## src/rtl/stream_mux_pkg.sv

```systemverilog
// rtl/stream_mux_pkg.sv - shared state type and mode constants for the stream arbiter mux
package stream_mux_pkg;

  typedef enum logic {
    IDLE   = 1'b0,
    LOCKED = 1'b1
  } state_e;

  localparam logic MODE_MANUAL = 1'b0;
  localparam logic MODE_RR     = 1'b1;

endpackage

```

## src/rtl/rr_pick.sv

```systemverilog
// rtl/rr_pick.sv - round-robin picker: first requester after ptr_i, searching upward with wrap
module rr_pick #(
  parameter int N_CH  = 4,
  parameter int SEL_W = (N_CH > 1) ? $clog2(N_CH) : 1
) (
  input  logic [N_CH-1:0]  req_i,
  input  logic [SEL_W-1:0] ptr_i,
  output logic             found_o,
  output logic [SEL_W-1:0] idx_o
);

  // Walk from farthest to nearest so the nearest requester after ptr_i is the last writer.
  always_comb begin
    found_o = 1'b0;
    idx_o   = '0;
    for (int i = N_CH; i >= 1; i--) begin
      if (req_i[(int'(ptr_i) + i) % N_CH]) begin
        found_o = 1'b1;
        idx_o   = SEL_W'((int'(ptr_i) + i) % N_CH);
      end
    end
  end

endmodule

```

## src/rtl/stream_arbiter_mux.sv

```systemverilog
// rtl/stream_arbiter_mux.sv - N-channel packet mux with manual/round-robin arbitration and a registered output
module stream_arbiter_mux
  import stream_mux_pkg::*;
#(
  parameter int  WIDTH = 8,
  parameter int  N_CH  = 4,
  localparam int SEL_W = (N_CH > 1) ? $clog2(N_CH) : 1
) (
  input  logic                  clk,
  input  logic                  reset,
  input  logic                  mode,
  input  logic [SEL_W-1:0]      sel_in,
  input  logic [N_CH*WIDTH-1:0] in_data,
  input  logic [N_CH-1:0]       in_valid,
  input  logic [N_CH-1:0]       in_last,
  output logic [N_CH-1:0]       in_ready,
  output logic [WIDTH-1:0]      out_data,
  output logic                  out_last,
  output logic [SEL_W-1:0]      out_ch,
  output logic                  out_valid,
  input  logic                  out_ready
);

  state_e           state_q, state_d;
  logic [SEL_W-1:0] grant_q, grant_d;
  logic [SEL_W-1:0] rr_ptr_q, rr_ptr_d;
  logic [WIDTH-1:0] out_data_q, out_data_d;
  logic             out_last_q, out_last_d;
  logic [SEL_W-1:0] out_ch_q, out_ch_d;
  logic             out_valid_q, out_valid_d;

  logic             rr_found;
  logic [SEL_W-1:0] rr_idx;
  logic             man_found;
  logic             cand_found;
  logic [SEL_W-1:0] cand_idx;
  logic             accept;
  logic             xfer;
  logic [WIDTH-1:0] beat_data;
  logic             beat_last;

  rr_pick #(
    .N_CH  (N_CH),
    .SEL_W (SEL_W)
  ) u_rr_pick (
    .req_i   (in_valid),
    .ptr_i   (rr_ptr_q),
    .found_o (rr_found),
    .idx_o   (rr_idx)
  );

  // Out-of-range sel_in never matches any k, so it naturally yields no candidate.
  always_comb begin
    man_found = 1'b0;
    for (int k = 0; k < N_CH; k++) begin
      if (sel_in == SEL_W'(k) && in_valid[k]) man_found = 1'b1;
    end
  end

  always_comb begin
    cand_found  = (mode == MODE_RR) ? rr_found : man_found;
    cand_idx    = (mode == MODE_RR) ? rr_idx : sel_in;
    beat_data   = in_data[int'(grant_q)*WIDTH +: WIDTH];
    beat_last   = in_last[grant_q];
    accept      = !out_valid_q || out_ready;

    in_ready    = '0;
    xfer        = 1'b0;
    if (state_q == LOCKED && !reset) begin
      in_ready[grant_q] = accept;
      xfer              = accept && in_valid[grant_q];
    end

    state_d     = state_q;
    grant_d     = grant_q;
    rr_ptr_d    = rr_ptr_q;
    out_data_d  = out_data_q;
    out_last_d  = out_last_q;
    out_ch_d    = out_ch_q;
    out_valid_d = out_valid_q;
    if (out_valid_q && out_ready) out_valid_d = 1'b0;

    case (state_q)
      IDLE: begin
        if (cand_found) begin
          grant_d  = cand_idx;
          rr_ptr_d = cand_idx;
          state_d  = LOCKED;
        end
      end
      LOCKED: begin
        if (xfer) begin
          out_data_d  = beat_data;
          out_last_d  = beat_last;
          out_ch_d    = grant_q;
          out_valid_d = 1'b1;
          if (beat_last) state_d = IDLE;
        end
      end
      default: state_d = IDLE;
    endcase
  end

  // rr_ptr starts at the last channel so channel 0 is first in line after reset.
  always_ff @(posedge clk) begin
    if (reset) begin
      state_q     <= IDLE;
      grant_q     <= '0;
      rr_ptr_q    <= SEL_W'(N_CH - 1);
      out_data_q  <= '0;
      out_last_q  <= 1'b0;
      out_ch_q    <= '0;
      out_valid_q <= 1'b0;
    end else begin
      state_q     <= state_d;
      grant_q     <= grant_d;
      rr_ptr_q    <= rr_ptr_d;
      out_data_q  <= out_data_d;
      out_last_q  <= out_last_d;
      out_ch_q    <= out_ch_d;
      out_valid_q <= out_valid_d;
    end
  end

  assign out_data  = out_data_q;
  assign out_last  = out_last_q;
  assign out_ch    = out_ch_q;
  assign out_valid = out_valid_q;

endmodule

```

## config.mk

```make
export PLATFORM = sky130hd
export DESIGN_NAME = stream_arbiter_mux
export DESIGN_NICKNAME = d
export VERILOG_FILES = /design/src/rtl/stream_mux_pkg.sv /design/src/rtl/rr_pick.sv /design/src/rtl/stream_arbiter_mux.sv
export SDC_FILE = /design/constraint.sdc
export NUM_CORES = 1
export LEC_CHECK = 0
export CORE_ASPECT_RATIO = 1.1
export CORE_UTILIZATION = 36
export CTS_BUF_LIST = sky130_fd_sc_hd__clkbuf_4
export DETAILED_ROUTE_END_ITERATION = 10
export PLACE_DENSITY = 0.79
export SKIP_CTS_REPAIR_TIMING = 1
export SYNTH_ARGS = -nofsm -noshare
export SYNTH_HDL_FRONTEND = slang
export SYNTH_SLANG_ARGS = --single-unit
```

## constraint.sdc

```tcl
create_clock -name clk -period 1.9 [get_ports clk]
set_clock_uncertainty 0.05 [all_clocks]
set_input_delay 0.475 -clock clk [delete_from_list [all_inputs] [get_ports clk]]
set_output_delay 0.475 -clock clk [all_outputs]
set_load 0.01 [all_outputs]
```

==> results.py <==
metrics = {
    "status": {
        "status": "finished clean",
    },
    "sta": {
        "period_share_pct": 96.2,
        "rsz0062_at_grt": "false",
        "tns_ns": 0,
        "setup_viol": 0,
        "tightest_slew_ns": 0.335,
        "hold_ws_ns": 0.429,
        "max_freq_ghz": 0.547,
        "hold_viol": 0,
        "slew_viol_final": 0,
        "max_slew_margin_pct": 77.4,
        "fin_crit_ns": 1.83,
    },
    "worst_setup_path": {
        "crit_path_max_fanout": 5,
        "worst-setup-path-type": "in -> reg",
        "required_ns": 2.08,
        "worst_setup_path_end_kind": "flip-flop",
        "reg2reg_depth": 5,
        "arrival_ns": 2.01,
        "crit_family": "buffers and inverters",
        "crit_path_start_kind": "primary input",
        "cp.buffers_inverters": 2,
        "path_cells": "clkdlybuf4s50_1, mux4_2, o221ai_2, buf_4, nand2_1, a31oi_1",
        "cp_slowest_stage_delay_ns": 0.52,
        "rr_endpoint": "out_last",
        "rrSetupSlack_ns": 0.15,
        "critPathSlowestCell": "mux4_2",
        "timing.rr.start": "grant_q[0]",
    },
    "final_layout": {
        "multi_input_area_sq_um": 742,
        "n_fill_cell": 238,
        "drive_gt1_share_pct": 23.8,
        "finalNetCount": 232,
        "antennaDiodeCount": 0,
        "register_area_sq_um": 342,
        "syn_to_final_growth_pct": 72.9,
    },
    "route": {
        "dr.pass1.iters": 4,
        "wl_per_cell_microns": 14.7,
        "via_count": 1184,
        "routed_wl_microns": 3200,
        "drt_iter0_drc": 17,
        "via_per_inst": 5.43,
        "postRouteAntennaNets": 0,
        "drc": 0,
    },
    "global_routing": {
        "grt_max_degree": 19,
        "grt_overflow": 0,
        "grt_use_total_pct": 20.8,
        "first_global_vias": 1284,
        "grt_pass1_wl_microns": 4960,
        "antenna_found_initial": 0,
    },
    "synthesis": {
        "netlist_top_cells_count": "dfxtp_1 (17), nor2_1 (10), mux2i_1 (9), nand2_1 (9), nand2b_1 (8)",
        "synth_area_leaders": "dfxtp_1 (31%), mux4_2 (14%), mux4_1 (9.4%), mux2i_1 (8.1%), nand2b_1 (4.5%)",
        "synth_cells": 109,
        "post-synth-top-count-cell": "dfxtp_1",
        "ys_types": 32,
        "yosysWarnings": 0,
        "synth_top_area_cell": "dfxtp_1",
        "synth-seq-area-share_pct": 30.6,
        "ys_async_sr_fraction_pct": 0,
        "syn_area_per_cell_sq_um": 10.2,
        "ys_ff_latch": 17,
        "synth_top_area_share_pct": 30.6,
        "syn_nets": 155,
        "synth_edf_count": 0,
        "synthesis.area_sq_mm": 0.00111,
        "synthFlopType": "dfxtp_1",
    },
    "clock_tree": {
        "clkTransAtPathRegs_ns": 0.10,
        "clk_latency_ns": 0.30,
        "cts_tree": "done",
        "cts.sinks": 17,
        "cts_root_buffer": "clkbuf_4",
        "cts_max_path_buffers": 2,
        "cts_made_buffers": 3,
        "htreeDepth": 1,
    },
    "hold_path": {
        "hp-class": "reg -> reg",
        "whs_endpoint": "out_last",
        "hold_path_startpoint": "out_last",
        "hold_depth": 2,
    },
    "power": {
        "power.density_mw_per_mm2": 549,
        "leakagePower_nw": 0.787,
        "peakVddDrop_uv": 304,
    },
    "floorplan": {
        "coreArea_sq_mm": 0.00285,
        "start_util_pct": 39.0,
        "rows": 20,
        "die_area_sq_mm": 0.00332,
        "dieWidth_microns": 55,
        "io_pins": 62,
        "chipHeight_microns": 60.3,
    },
    "placed_design": {
        "place_congestion": 0.838,
        "io_buffers": 61,
        "dpl.hpwl_microns": 2620,
    },
    "run": {
        "maxCapViolations": 0,
    },
}
## placed cells by master, fill, tap and decap left out, types with 2 or more instances in the layout
master and count:
inv_1 2, dfxtp_1 16, a21oi_1 6, mux2i_1 9, mux4_2 7, buf_2 3
mux4_1 4, nand2b_1 7, nand2_1 8, nor3_1 2, clkbuf_4 3, buf_4 20
dlymetal6s2s_1 7, nor2_1 10, clkdlybuf4s50_1 51, nor3b_2 2, o21ai_0 6, nand3b_1 2
## how the worst max path moves through the flow
stage | from | endpoint | cells after the start
after floorplan | in_valid[2] | out_data[3] | 7
after global placement | reset | in_ready[1] | 5
after detailed placement | reset | in_ready[1] | 5
after CTS | reset | in_ready[1] | 5
after global routing | sel_in[0] | grant_q[0] | 6
final | sel_in[0] | grant_q[0] | 6
## sequential cells by signal, indices dropped and copies added (netlist names)
register   cells
out_last       1
state_q        1
out_data       8
grant_q        2
out_valid      1
out_ch         2
rr_ptr_q       2
## power by group
| part | internal, W | total (W) | switching, W |
|---|---|---|---|
| clock network | 0.0000784 | 0.000193 | 0.000114 |
| registers | 0.000391 | 0.000423 | 0.0000325 |
| logic | 0.000278 | 0.000441 | 0.000163 |
## metal layers
metal	GRT usage [%]	routed length (microns)	share of wire, %
met3	3.05	264	8.3
met1	17.5	1130	35
met2	45.6	1770	55
met5	0	0	0
met4	6.43	35	1.1
## through the flow
step / area, sq um / utilization [%] / setup WS [ns] / instances / total power [W]
after floorplan: 1110 / - / 0.0517 / 109 / 0.000642
after global placement: 1850 / 65.0 / -0.569 / 214 / 0.000846
after detailed placement: 1850 / 65.0 / -0.616 / 214 / 0.000862
after CTS: 1880 / 65.9 / -0.632 / 218 / 0.00105
after global routing: 1920 / 67.4 / 0.0235 / 218 / 0.00112
final: 1920 / 67.4 / 0.0721 / 218 / 0.00106
## cell type report
| cell class | instances | area share (%) |
|---|---|---|
| Multi-Input combinational cell | 81 | 38.6 |
| Clock buffer | 3 | 1.17 |
| Tap cell | 33 | 2.15 |
| Timing Repair Buffer | 81 | 39.7 |
| Inverter | 2 | 0.390 |
| Clock inverter | 1 | 0.260 |
| Sequential cell | 17 | 17.8 |
## worst min-delay path, cell delays in order (launching register included)
cell	delay, ns
dfxtp_1	0.32
nand2b_1	0.06
a21oi_1	0.06
## kinds of logic after synthesis
family | after synthesis | share of synthesized area, %
AOI/OAI and AO/OA | 21 | 11.9
DFF | 17 | 30.6
and+or+nand+nor | 39 | 18.6
muxes | 21 | 32.7
buffers and inverters | 11 | 6.19
Note: power is estimated with default switching activity, not from simulation.
==> RTL change, RTL diff (config.mk and constraints unchanged) <==
Take the reset off `out_data_q` and load it in a clocked block of its own.
--- a/src/rtl/stream_arbiter_mux.sv
+++ b/src/rtl/stream_arbiter_mux.sv
@@ -108,5 +108,4 @@
       grant_q     <= '0;
       rr_ptr_q    <= SEL_W'(N_CH - 1);
-      out_data_q  <= '0;
       out_last_q  <= 1'b0;
       out_ch_q    <= '0;
@@ -116,9 +115,12 @@
       grant_q     <= grant_d;
       rr_ptr_q    <= rr_ptr_d;
-      out_data_q  <= out_data_d;
       out_last_q  <= out_last_d;
       out_ch_q    <= out_ch_d;
       out_valid_q <= out_valid_d;
     end
+  end
+
+  always_ff @(posedge clk) begin
+    out_data_q <= out_data_d;
   end
 
Formal check against the unedited RTL: differs if reset is asserted again (counterexample within 4 cycles, from zero or initial values and one cycle with reset high); with reset held inactive, the same outputs for 4 cycles.
==> RTL change against the unedited design <==
Critical endpoint is now out_data[5]; critical path type unchanged; worst setup slack got worse by 0.00065 ns; global-route usage fell by 0.67 points; synthesized cell count fell by 22%; via count fell by 15%; total power fell by 7.3%; synthesized area fell by 9.2%; hold slack barely moved; utilization rose by 1.1 points; wire length fell by 10%; largest power group is now registers; sequential cell count did not move; design area fell by 8.5%.
==> RTL change: results (changes against the unedited design) <==
dpl hpwl = 2.32 mm (was 2.62 mm)
status = finished clean (unchanged)
Syn Inst Count = 85 (was 109)
hold_ws = 0.429 ns (about the same)
Post-synth EDFFs = 8 (was 0)
Synth Area in Compound Gates = 0.140 (was 0.119)
Worst R2R End = out_data[5] (was out_last)
Total Routed Length = 2.86 mm (was 3.20 mm)
met3 usage = 0.0347 (was 0.0305)
first-pass GRT wire length = 4.49 mm (was 4.96 mm)
largest net degree at the start of global routing = 13 (was 19)
Int Power = 712 uW (was 747 uW)
DP Area = 1730 um^2 (was 1850 um^2)
GPL Wtd Cong = 0.918 (was 0.838)
Crit-path slowest cell = clkdlybuf4s50_1 (was mux4_2)
GRT Overall Usage = 0.202 (was 0.208)
Synth top area share = 0.238 (was 0.306)
vias in the first global route = 1030 (was 1284)
routed len/inst = 15.2 um (was 14.7 um)
Worst slew margin = 0.793 (was 0.774)
WL met1 = 993 um (was 1.13 mm)
mux contribution to synthesized area = 0.264 (was 0.327)
Placement Setup Slack = -0.557 ns (was -0.616 ns)
DP Cell Count = 184 (was 214)
worst path arrival time = 1.79 ns (was 2.01 ns)
post-synth cell types = 31 (was 32)
leakage = 0.000686 uW (was 0.000787 uW)
combinational share of power = 0.349 (was 0.417)
Seq/Total Area, Yosys = 0.416 (was 0.306)
routed via count = 1010 (was 1184)
Syn Nets = 131 (was 155)
met2 GRT Util = 0.380 (was 0.456)
# fillers = 218 (was 238)
RTL change: worst max path at each step:
stage | from | endpoint | slack [ns] | depth (start not counted)
4_1_cts | reset | in_ready[1] | -0.57 | 5
3_3_place_gp | reset | in_ready[2] | -0.50 | 6
2_1_floorplan | reset | in_ready[2] | 0.18 | 5
3_5_place_dp | reset | in_ready[1] | -0.56 | 5
6_report | in_valid[1] | out_data[5] | 0.07 | 4
5_1_grt | state_q | in_ready[1] | 0.008 | 4
RTL change: final cells by class:
| type | instances | area [um^2] | share of cell area |
|---|---|---|---|
| Timing Repair Buffer | 72 | 691 | 0.393 |
| Multi-Input combinational cell | 57 | 556 | 0.316 |
| Sequential cell | 17 | 420 | 0.239 |
| Tap cell | 31 | 38.8 | 0.0220 |
| Inverter | 7 | 26.3 | 0.0149 |
| Clock buffer | 3 | 22.5 | 0.0128 |
| Clock inverter | 1 | 5.00 | 0.00284 |
